**src/rtl/mips_pkg.sv**
```systemverilog
// Shared definitions for the memory-access stage: FSM state encoding,
// the data value returned when a bus access times out, and a small
// decode helper used by the stage logic.
package mips_pkg;

    // Memory-access handshake states.
    typedef enum logic [1:0] {
        IDLE = 2'd0,
        BUSY = 2'd1,
        DONE = 2'd2
    } mau_state_e;

    // Read data substituted when the bus never acknowledges (watchdog build).
    localparam logic [31:0] TIMEOUT_FILL = 32'hDEADBEEF;

    // Number of (flag, enable) branch-condition pairs resolved in MEM.
    localparam int NUM_BRANCH_CONDS = 6;

    // An instruction is a load only when it reads memory and does not write it;
    // MemWrite together with MemtoReg behaves as a store.
    function automatic logic is_load(input logic mem_write, input logic mem_to_reg);
        return mem_to_reg & ~mem_write;
    endfunction

endpackage

```
**src/rtl/branch_resolve.sv**
```systemverilog
// Purely combinational branch decision: OR of every enabled condition flag.
module branch_resolve
    import mips_pkg::*;
(
    input  logic gtz,
    input  logic ne,
    input  logic eq,
    input  logic gez,
    input  logic lez,
    input  logic ltz,
    input  logic Branch_gtz,
    input  logic Branch_ne,
    input  logic Branch_eq,
    input  logic Branch_gez,
    input  logic Branch_lez,
    input  logic Branch_ltz,
    output logic branch_taken
);

    logic [NUM_BRANCH_CONDS-1:0] cond_flags;
    logic [NUM_BRANCH_CONDS-1:0] cond_en;
    logic [NUM_BRANCH_CONDS-1:0] cond_hit;

    assign cond_flags = {gtz, ne, eq, gez, lez, ltz};
    assign cond_en    = {Branch_gtz, Branch_ne, Branch_eq, Branch_gez, Branch_lez, Branch_ltz};

    genvar gi;
    generate
        for (gi = 0; gi < NUM_BRANCH_CONDS; gi++) begin : g_pair
            assign cond_hit[gi] = cond_flags[gi] & cond_en[gi];
        end
    endgenerate

    assign branch_taken = |cond_hit;

endmodule

```
**src/rtl/mem_access_unit.sv**
```systemverilog
// MEM pipeline stage: branch redirect, a three-state handshake with the
// data-memory bus that stalls the upstream pipeline while an access is
// outstanding, and the registered hand-off to MEM/WB.
// Optional feature: define MEM_TIMEOUT_EN to add a BUSY-state watchdog that
// abandons an unacknowledged access after TIMEOUT_CYCLES cycles, returns
// TIMEOUT_FILL as read data and raises the sticky mem_err flag.
module mem_access_unit
    import mips_pkg::*;
#(
    parameter int TIMEOUT_CYCLES = 16
) (
    input  logic        clk,
    input  logic        rst,
    input  logic [31:0] new_pc,
    input  logic [31:0] ALU_result,
    input  logic [31:0] rData_reg2,
    input  logic [4:0]  wAddr_reg,
    input  logic        RegWrite,
    input  logic        MemWrite,
    input  logic        MemtoReg,
    input  logic        gtz,
    input  logic        ne,
    input  logic        eq,
    input  logic        gez,
    input  logic        lez,
    input  logic        ltz,
    input  logic        Branch_gtz,
    input  logic        Branch_ne,
    input  logic        Branch_eq,
    input  logic        Branch_gez,
    input  logic        Branch_lez,
    input  logic        Branch_ltz,
    output logic        branch_taken,
    output logic [31:0] branch_target,
    output logic        mem_req,
    output logic        mem_we,
    output logic [31:0] mem_addr,
    output logic [31:0] mem_wdata,
    input  logic        mem_ack,
    input  logic [31:0] mem_rdata,
    output logic        stall,
    output logic        wb_valid,
    output logic [31:0] wb_rdata,
    output logic [31:0] wb_alu,
    output logic [4:0]  wb_wAddr,
    output logic        wb_RegWrite,
    output logic        wb_MemtoReg,
    output logic        mem_err
);

    mau_state_e  state_q, state_d;
    logic        access;
    logic        load_instr;
    logic        retire;
    logic        timeout_hit;

    logic        mem_req_q;
    logic        mem_we_q;
    logic [31:0] mem_addr_q;
    logic [31:0] mem_wdata_q;
    logic [31:0] rdata_q;

    logic        wb_valid_q;
    logic [31:0] wb_rdata_q;
    logic [31:0] wb_alu_q;
    logic [4:0]  wb_wAddr_q;
    logic        wb_RegWrite_q;
    logic        wb_MemtoReg_q;

    assign access     = MemWrite | MemtoReg;
    assign load_instr = is_load(MemWrite, MemtoReg);

    // Branch resolution does not depend on the FSM; the PC only honours it when stall is low.
    branch_resolve u_branch_resolve (
        .gtz          (gtz),
        .ne           (ne),
        .eq           (eq),
        .gez          (gez),
        .lez          (lez),
        .ltz          (ltz),
        .Branch_gtz   (Branch_gtz),
        .Branch_ne    (Branch_ne),
        .Branch_eq    (Branch_eq),
        .Branch_gez   (Branch_gez),
        .Branch_lez   (Branch_lez),
        .Branch_ltz   (Branch_ltz),
        .branch_taken (branch_taken)
    );
    assign branch_target = new_pc;

`ifdef MEM_TIMEOUT_EN
    localparam int CNT_W = $clog2(TIMEOUT_CYCLES + 1);

    logic [CNT_W-1:0] wait_cnt_q, wait_cnt_d;
    logic             mem_err_q;

    // Watchdog: count unacknowledged BUSY cycles, fire on the last allowed one.
    always_comb begin
        wait_cnt_d  = '0;
        timeout_hit = 1'b0;
        if (state_q == BUSY && !mem_ack) begin
            timeout_hit = (wait_cnt_q == CNT_W'(TIMEOUT_CYCLES - 1));
            wait_cnt_d  = timeout_hit ? '0 : wait_cnt_q + 1'b1;
        end
    end

    // Watchdog counter and sticky error flag; only reset clears the flag.
    always_ff @(posedge clk) begin
        if (rst) begin
            wait_cnt_q <= '0;
            mem_err_q  <= 1'b0;
        end else begin
            wait_cnt_q <= wait_cnt_d;
            if (timeout_hit) begin
                mem_err_q <= 1'b1;
            end
        end
    end

    assign mem_err = mem_err_q;
`else
    logic unused_timeout_cfg;

    assign timeout_hit        = 1'b0;
    assign mem_err            = 1'b0;
    assign unused_timeout_cfg = (TIMEOUT_CYCLES != 0);
`endif

    // FSM state register.
    always_ff @(posedge clk) begin
        if (rst) begin
            state_q <= IDLE;
        end else begin
            state_q <= state_d;
        end
    end

    // Next state, stall and retirement; acks outside BUSY are ignored.
    always_comb begin
        state_d = state_q;
        stall   = 1'b0;
        retire  = 1'b0;
        case (state_q)
            IDLE: begin
                if (access) begin
                    state_d = BUSY;
                    stall   = 1'b1;
                end else begin
                    retire  = 1'b1;
                end
            end
            BUSY: begin
                stall = 1'b1;
                if (mem_ack || timeout_hit) begin
                    state_d = DONE;
                end
            end
            DONE: begin
                retire  = 1'b1;
                state_d = IDLE;
            end
            default: begin
                state_d = IDLE;
            end
        endcase
    end

    // Registered bus request; address and data latched as the access starts.
    always_ff @(posedge clk) begin
        if (rst) begin
            mem_req_q   <= 1'b0;
            mem_we_q    <= 1'b0;
            mem_addr_q  <= '0;
            mem_wdata_q <= '0;
        end else begin
            mem_req_q <= (state_d == BUSY);
            mem_we_q  <= (state_d == BUSY) && MemWrite;
            if (state_q == IDLE && state_d == BUSY) begin
                mem_addr_q  <= ALU_result;
                mem_wdata_q <= rData_reg2;
            end
        end
    end

    // Capture read data on the acknowledging BUSY cycle (or the fill value on timeout).
    always_ff @(posedge clk) begin
        if (rst) begin
            rdata_q <= '0;
        end else if (state_q == BUSY) begin
            if (mem_ack) begin
                rdata_q <= mem_rdata;
            end else if (timeout_hit) begin
                rdata_q <= TIMEOUT_FILL;
            end
        end
    end

    // MEM/WB hand-off: one-cycle valid pulse after each retirement.
    always_ff @(posedge clk) begin
        if (rst) begin
            wb_valid_q    <= 1'b0;
            wb_rdata_q    <= '0;
            wb_alu_q      <= '0;
            wb_wAddr_q    <= '0;
            wb_RegWrite_q <= 1'b0;
            wb_MemtoReg_q <= 1'b0;
        end else begin
            wb_valid_q <= retire;
            if (retire) begin
                wb_rdata_q    <= load_instr ? rdata_q : 32'd0;
                wb_alu_q      <= ALU_result;
                wb_wAddr_q    <= wAddr_reg;
                wb_RegWrite_q <= RegWrite;
                wb_MemtoReg_q <= load_instr;
            end
        end
    end

    assign mem_req     = mem_req_q;
    assign mem_we      = mem_we_q;
    assign mem_addr    = mem_addr_q;
    assign mem_wdata   = mem_wdata_q;
    assign wb_valid    = wb_valid_q;
    assign wb_rdata    = wb_rdata_q;
    assign wb_alu      = wb_alu_q;
    assign wb_wAddr    = wb_wAddr_q;
    assign wb_RegWrite = wb_RegWrite_q;
    assign wb_MemtoReg = wb_MemtoReg_q;

endmodule

```
**config.mk**
```make
export PLATFORM = sky130hd
export DESIGN_NAME = mem_access_unit
export DESIGN_NICKNAME = d
export VERILOG_FILES = /design/src/rtl/mips_pkg.sv /design/src/rtl/branch_resolve.sv /design/src/rtl/mem_access_unit.sv
export SDC_FILE = /design/constraint.sdc
export NUM_CORES = 1
export LEC_CHECK = 0
export BUFFER_PORTS_ARGS = -buffer_cell sky130_fd_sc_hd__buf_4
export CAP_MARGIN = 10
export CELL_PAD_IN_SITES_DETAIL_PLACEMENT = 0
export CELL_PAD_IN_SITES_GLOBAL_PLACEMENT = 1
export CORE_UTILIZATION = 37
export CTS_CLUSTER_DIAMETER = 150
export DETAILED_ROUTE_END_ITERATION = 10
export MAX_ROUTING_LAYER = met4
export PLACE_DENSITY = 0.95
export SKIP_LAST_GASP = 1
export SYNTH_ARGS = -nofsm -noshare
export SYNTH_HDL_FRONTEND = slang
export SYNTH_SLANG_ARGS = --single-unit
```
**constraint.sdc**
```tcl
create_clock -name clk -period 3.4 [get_ports clk]
set_clock_uncertainty 0.05 [all_clocks]
set_input_delay 0.51 -clock clk [delete_from_list [all_inputs] [get_ports clk]]
set_output_delay 0.51 -clock clk [all_outputs]
set_load 0.05 [all_outputs]
```
==> results of run 1 <==
-- routing by layer --
| metal | GRT usage, % |
|---|---|
| met3 | 4.85 |
| met1 | 20.6 |
| met4 | 5.61 |
| met2 | 29.4 |
| met5 | - |
-- logic make-up after synthesis --
group                  synth area share, %
flip-flops                            48.5
AO/OA/AOI/OAI                         7.71
multiplexers                          14.4
buffers and inverters                 7.94
other                               0.0529
AND/OR/NAND/NOR                       21.4
-- per-stage QoR --
| step | hold WS (ns) | cells | worst slack (ns) | instance area (µm²) |
|---|---|---|---|---|
| 2_1_floorplan | 0.382 | 752 | 1.51 | 7090 |
| 3_3_place_gp | 0.387 | 1164 | 1.36 | 8900 |
| 3_5_place_dp | 0.395 | 1164 | 1.27 | 8900 |
| 4_1_cts | 0.239 | 1196 | 1.25 | 9510 |
| 5_1_grt | 0.248 | 1196 | 1.17 | 9510 |
==> metrics.md, run 1 <==
| Metric | Value |
|---|---|
| Antenna violations before repair | 0 |
| Largest cells by area after synthesis | dfxtp_1 (49%), nand2b_1 (15%), mux2i_1 (14%) |
| Tot GR Track Use | between 10% and 20% |
| Global route overflow | 0 |
| Cell variety after synth | 26 |
| First Err | [ERROR DRT-0255] Maze Route cannot find path of net new_pc[3] in worker of routeBox ( 96600 96600 ) ( 140455 140455 ). |
| Flop and latch count out of synthesis | 172 |
| Die W | around 140 µm |
| Clk sinks | 172 |
| CTS Buf Count | 17 |
| Largest area contributor in the netlist | dfxtp_1 |
| PortBufs | 258 |
| Final Wtd Congestion | between 0.7 and 0.8 |
| Htree depth | 4 |
| Largest net degree at the start of global routing | approximately 240 |
| Initial Utilization | between 30% and 40% |
| Vias in the first global route | 5357 |
| Syn Nets | 903 |
| Synth warn | 0 |
| Setup bufs post-CTS | 0 |
| Die H | 140 µm |
| Register area share after synthesis | 48.5% |
| Longest Clk Path Bufs | 2 |
| HPWL Detailed | 11700 µm |
| Most frequent cell after synthesis | nand2b_1 |
| Asr flop ratio synth | 0% |
| Post-CTS Resized | 0 |
| Post-Syn Area | 0.00709 mm² |
| Top cell type's share of synthesized area | around half |
| Prevailing post-synth register cell | dfxtp_1 |
| Cts hold-fix bufs | 0 |
| Clock Root Buffer | clkbuf_16 |
| Mapped Cells | between 700 and 800 |
| Top cells by count, synth | nand2b_1 (173), dfxtp_1 (172), mux2i_1 (102), nand2_1 (96), a21oi_1 (65) |
| Avg Inst Size Synth | 9.43 µm² |
| I/O Pins | 324 |
| Status | stopped before the end |
| Exit stage | 5_2_route |
| Number of synthesized flops with an enable pin | 0 |
| First-pass GRT wire length | 27000 µm |
| Row count | 50 |
==> run 2: changes to the inputs <==
--- a/config.mk
+++ b/config.mk
@@ -7,13 +7,9 @@
 export LEC_CHECK = 0
 export BUFFER_PORTS_ARGS = -buffer_cell sky130_fd_sc_hd__buf_4
 export CAP_MARGIN = 10
-export CELL_PAD_IN_SITES_DETAIL_PLACEMENT = 0
-export CELL_PAD_IN_SITES_GLOBAL_PLACEMENT = 1
-export CORE_UTILIZATION = 37
-export CTS_CLUSTER_DIAMETER = 150
+export CORE_UTILIZATION = 35
 export DETAILED_ROUTE_END_ITERATION = 10
-export MAX_ROUTING_LAYER = met4
-export PLACE_DENSITY = 0.95
+export PLACE_DENSITY_LB_ADDON = 0.15
 export SKIP_LAST_GASP = 1
 export SYNTH_ARGS = -nofsm -noshare
 export SYNTH_HDL_FRONTEND = slang
==> metrics.md, run 2 <==
| Metric | Value |
|---|---|
| Status | finished clean |
| Worst-Margin Slew | between 0.8 and 0.9 ns |
| Post-layout min period | 2.38 ns |
| Die H | 144 µm |
| CP arrival | 1.82 ns |
| Slew Viols, Final | 0 |
| Post-route cell area | just under 0.01 mm² |
| DP Area | 0.00898 mm² |
| Final non-filler cell total | 1231 |
| Total wire length | about 17000 µm |
| Asr flop ratio synth | 0% |
| Mapped Cells | 752 |
| Final Hold Fails | 0 |
| Antenna viol nets, final | 0 |
| Share of layout cells above drive strength 1 | 32.0% |
| Critical Path Start | state_q[0] |
| Cells after DPL | about 1200 |
| Final period util | 70.0% |
| Die W | between 100 and 150 µm |
| Global route overflow | 0 |
| Worst skew pair latency | 0.42 ns |
| Critical path class | reg -> out |
| Most frequent cell after synthesis | nand2b_1 |
| Number of synthesized flops with an enable pin | 0 |
| Avg Inst Size Synth | 9.43 µm² |
| Largest cells by area after synthesis | dfxtp_1 (49%), nand2b_1 (15%), mux2i_1 (14%) |
| Initial Utilization | between 30 and 40% |
| Drt first-iter violations | about 180 |
| Reg2reg start | state_q[0] |
| Post-Syn Area | 0.00709 mm² |
| P&R area growth vs syn | 36.0% |
| Worst stage delay on the critical path | ~0.84 ns |
| I/O Pins | 324 |
| CP required | 2.84 ns |
| Setup TNS Final | 0 ns |
| Largest net degree at the start of global routing | roughly 110 |
| Synth warn | 0 |
| Fmax | 0.420 GHz |
| Post-CTS Resized | 0 |
| Die ar. | 0.0208 mm² |
| Core box area | approximately 0.020 mm² |
| Syn Nets | 903 |
| Hold Path Class | in -> reg |
| Htree depth | 4 |
| Pre-antenna DRT Iters | 4 |
| Final-layout fill cell count | 1934 |
| Most common cell after layout, fill and taps aside | buf_4 |
| CP Cell Sequence | nor3_1 > nor2_1 > buf_4 |
| Hold_sp | mem_ack |
| Vias in the first global route | 4982 |
| DR DRC count | 0 |
| Prevailing post-synth register cell | dfxtp_1 |
| Flop and latch count out of synthesis | 172 |
| Setup bufs post-CTS | 0 |
| Element type at the critical path start | flop |
| Final Wtd Congestion | roughly 0.73 |
| Leakage | 4.21 nW |
| Via count | 5540 |
| Number of vias per cell | 4.50 |
| Max-cap violations | 0 |
| PortBufs | 258 |
| Final setup viols | 0 |
| Cell variety after synth | 26 |
| DR WL/cell | 14.1 µm |
| Crit. End Element | output pin |
| N_diodes | 0 |
| Clock Root Buffer | clkbuf_16 |
| PD cells | between 500 and 600 mW/mm² |
| Cts hold-fix bufs | 0 |
| Tot GR Track Use | 16.2% |
| Slew margin rel. | 42.7% |
| CTS tree | built |
| Row count | 51 |
| Longest Clk Path Bufs | 2 |
| Register area share after synthesis | 48.5% |
| First-pass GRT wire length | 26300 µm |
| Clk sinks | 172 |
| Largest area contributor in the netlist | dfxtp_1 |
| Top cells by count, synth | nand2b_1 (173), dfxtp_1 (172), mux2i_1 (102), nand2_1 (96), a21oi_1 (65) |
| CTS Buf Count | 17 |
| Top cell type's share of synthesized area | between 40% and 50% |
| CP Max Fanout | 22 |
| Antenna violations before repair | 0 |
| Most frequent cells in the layout | buf_4 (270), nand2b_1 (173), dfxtp_1 (172), mux2i_1 (102), nand2_1 (96) |
| CP max-delay cell | dfxtp_1 |
| Peak supply drop | around 360 µV |
| Total Nets Final | 1104 |
| RSZ-0062 raised after global routing | false |
| Clock-pin slew on the worst setup and hold paths | about 0.070 ns |
| HPWL Detailed | roughly 12000 µm |
run 2: cell counts after synthesis:
Identical to the previous run, type by type.
run 2: logic make-up (layout without fill, tap and decap cells):
kind of cell,Yosys count,in the layout,synth area share [%]
flip-flops,172,172,48.5
buffers and inverters,92,306,7.94
AO/OA/AOI/OAI,104,104,7.71
multiplexers,102,102,14.4
other,1,1,0.0529
AND/OR/NAND/NOR,281,281,21.4
run 2: final cells by class:
type                       instances  area [µm²]  area share [%]
inverter                           1        3.75          0.0389
timing repair buffer             273        2090            21.6
clock inverter                    14         230            2.39
clock buffer                      18         439            4.55
tap                              265         332            3.44
sequential                       172        3440            35.7
multi-input combinational        488        3110            32.3
run 2: final timing paths:
check / slack [ns] / endpoint / cells after the start
worst min register to register: 0.40 / wb_rdata[11] / 2
worst min-delay path: 0.25 / state_q[0] / 2
worst max-delay path: 1.02 / stall / 3
worst max register to register: 1.36 / rdata_q[28] / 4
run 2: worst max-delay path, delay by kind of cell, from the launching register on:
| kind | cells | cell delay (ns) |
|---|---|---|
| flip-flops | 1 | 0.84 |
| AND/OR/NAND/NOR | 2 | 0.36 |
| buffers and inverters | 1 | 0.21 |
run 2: per-layer routing:
layer  share of wire, %  vias to the layer above  GRT usage [%]  routed length [µm]
met4                1.5                        0           6.15                 254
li1                   -                     2831              -                   -
met5                  0                        -              0                   0
met2                 43                      177           23.8                7570
met1                 46                     2502           21.1                8050
met3                8.8                       30           6.52                1540
run 2: power breakdown:
part	internal (W)	switching (W)	leakage, nW
Sequential	0.00213	0.0000654	1.41
Combinational	0.000378	0.000617	2.48
Clock	0.00135	0.000848	0.330
run 2: through the flow:
stage	hold slack (ns)	power (W)	setup slack [ns]	util, %
finish	0.254	0.00539	1.02	49.1
global route	0.238	0.00561	0.823	49.1
global placement	0.390	0.00324	1.34	45.7
detailed placement	0.393	0.00325	1.30	45.7
floorplan	0.382	0.00301	1.51	-
CTS	0.234	0.00546	0.970	49.1
Note: power is estimated with default switching activity, not from simulation.
==> run 3: changes to the inputs <==
==> constraint.sdc (replaced) <==
create_clock -name clk -period 2.1 [get_ports clk]
set_clock_uncertainty 0.05 [all_clocks]
set_input_delay 0.315 -clock clk [delete_from_list [all_inputs] [get_ports clk]]
set_output_delay 0.315 -clock clk [all_outputs]
set_load 0.05 [all_outputs]
==> metrics.md, run 3 (synthesis gave the netlist of run 2 again) <==
| Metric | Value |
|---|---|
| DR WL/cell | between 10 and 15 µm |
| CP arrival | 1.56 ns |
| Status | finished clean |
| Cells after DPL | between 1000 and 1500 |
| Final setup viols | 0 |
| Global route overflow | 0 |
| Fmax | 0.519 GHz |
| Final Hold Fails | 0 |
| Number of vias per cell | 4.46 |
| Most common cell after layout, fill and taps aside | buf_4 |
| Final non-filler cell total | 1233 |
| Final Wtd Congestion | between 0.7 and 0.8 |
| Final period util | 91.8% |
| Vias in the first global route | 5234 |
| Tot GR Track Use | 16.5% |
| CP required | 1.74 ns |
| Longest Clk Path Bufs | 2 |
| Multi-input gate area | 0.00311 mm² |
| Cell-internal power | 0.00585 W |
| Worst skew pair latency | 0.42 ns |
| Clk sinks | 172 |
| I/O Pins | 324 |
| Total wire length | 17500 µm |
| Peak supply drop | approximately 500 µV |
| Hold path endpoint | state_q[0] |
| Hold depth | 2 |
| PortBufs | ~260 |
| Most frequent cells in the layout | buf_4 (270), nand2b_1 (173), dfxtp_1 (172), mux2i_1 (102), nand2_1 (96) |
| Reg2reg start | state_q[1] |
| Post-CTS Resized | 0 |
| First-pass GRT wire length | between 20000 and 30000 µm |
| Element type at the critical path start | flop |
| N_diodes | 0 |
| Antenna violations before repair | 0 |
| Die ar. | 0.0208 mm² |
| RSZ-0062 raised after global routing | false |
| PD cells | ~870 mW/mm² |
| Pre-antenna DRT Iters | 4 |
| Sw frac | 29.9% |
| Register share of total power | between 40 and 50% |
| Initial Utilization | 36.1% |
| Share of layout cells above drive strength 1 | 32.0% |
| Cts hold-fix bufs | 0 |
| Clock-pin slew on the worst setup and hold paths | 0.06 ns |
| Slew margin rel. | approximately 54% |
| HPWL Detailed | 12100 µm |
| Gate power share | between 15 and 20% |
| Drt first-iter violations | 222 |
| Sw Pwr | between 0.002 and 0.0025 W |
| Max-cap violations | 0 |
| Clock power share | 37.9% |
| Hold Path Class | in -> reg |
| CP Max Fanout | 8 |
| CTS tree | built |
| Via count | ~5500 |
| Slew Viols, Final | 0 |
| Crit. End Element | output pin |
| Setup bufs post-CTS | 0 |
| Htree depth | 4 |
| Leakage | 4.19 nW |
| Register area | approximately 0.0034 mm² |
| Largest net degree at the start of global routing | 133 |
| Util after Layout | 48.9% |
| Final-layout fill cell count | 1944 |
| P&R area growth vs syn | 35.5% |
| Core box area | 0.0197 mm² |
| Critical path class | reg -> out |
| DR DRC count | 0 |
| Die W | 144 µm |
| Reg2reg setup slack | 0.39 ns |
| Total Nets Final | around 1100 |
| Post-layout min period | 1.93 ns |
| Die H | between 100 and 150 µm |
| CTS Buf Count | 17 |
| Row count | 51 |
| Worst Reg2Reg Path Length in Cells | 5 |
| Hold_sp | mem_ack |
| Worst-Margin Slew | 0.686 ns |
| Setup TNS Final | 0 ns |
| Antenna viol nets, final | 0 |
| Clock Root Buffer | clkbuf_16 |
| Critical R2R Capture | mem_addr[16] |
run 3: cell types whose count changed in the layout (fill, tap and decap cells not counted), moves of 2 or more:
cell        before  now
inv_8            2    0
clkinvlp_4       0    2
buf_12           3    5
bufinv_16        5    2
run 3: power by group through the flow:
stage	registers [W]	logic [W]	clock network, W
after global placement	0.00363	0.00164	0
final	0.00356	0.00163	0.00316
after CTS	0.00356	0.00165	0.00327
after global routing	0.00358	0.00173	0.00340
after detailed placement	0.00363	0.00165	0
after floorplan	0.00416	0.000707	0
run 3: stage by stage:
| step | total power (W) | hold WS [ns] | cell area (µm²) | worst slack, ns |
|---|---|---|---|---|
| global route | 0.00871 | 0.0706 | 9610 | 0.0860 |
| floorplan | 0.00487 | 0.372 | 7090 | 0.409 |
| CTS | 0.00847 | 0.0541 | 9610 | 0.156 |
| finish | 0.00835 | 0.0693 | 9610 | 0.172 |
| detailed placement | 0.00527 | 0.394 | 9020 | 0.415 |
| global placement | 0.00527 | 0.389 | 9020 | 0.433 |
run 3: how the worst max path moves through the flow:
stage               start           end  slack [ns]  cells after the start
4_1_cts        state_q[0]         stall        0.16                      3
5_1_grt        state_q[0]         stall        0.09                      3
2_1_floorplan  state_q[0]         stall        0.41                      3
3_3_place_gp   state_q[0]    rdata_q[9]        0.43                      4
6_report       state_q[0]         stall        0.17                      3
3_5_place_dp   state_q[1]  mem_addr[16]        0.41                      5
run 3: final cells by class:
| type | count | share of cell area [%] |
|---|---|---|
| Timing Repair Buffer | 275 | 22.1 |
| Multi-Input combinational cell | 488 | 32.4 |
| Clock inverter | 14 | 1.69 |
| Tap cell | 265 | 3.45 |
| Sequential cell | 172 | 35.8 |
| Clock buffer | 18 | 4.46 |
| Inverter | 1 | 0.0391 |
run 3: critical path: stages (launching register included):
cell and delay [ns]:
dfxtp_1 0.44, nor3_1 0.42, nor2_1 0.08, buf_4 0.20
run 3: per-layer routing:
metal	part of all wire (%)	track usage, %	up-vias
li1	-	-	2823
met1	46	21.2	2470
met2	45	25.0	179
met3	8.0	5.96	29
met4	1.5	6.87	0
met5	0	0	-
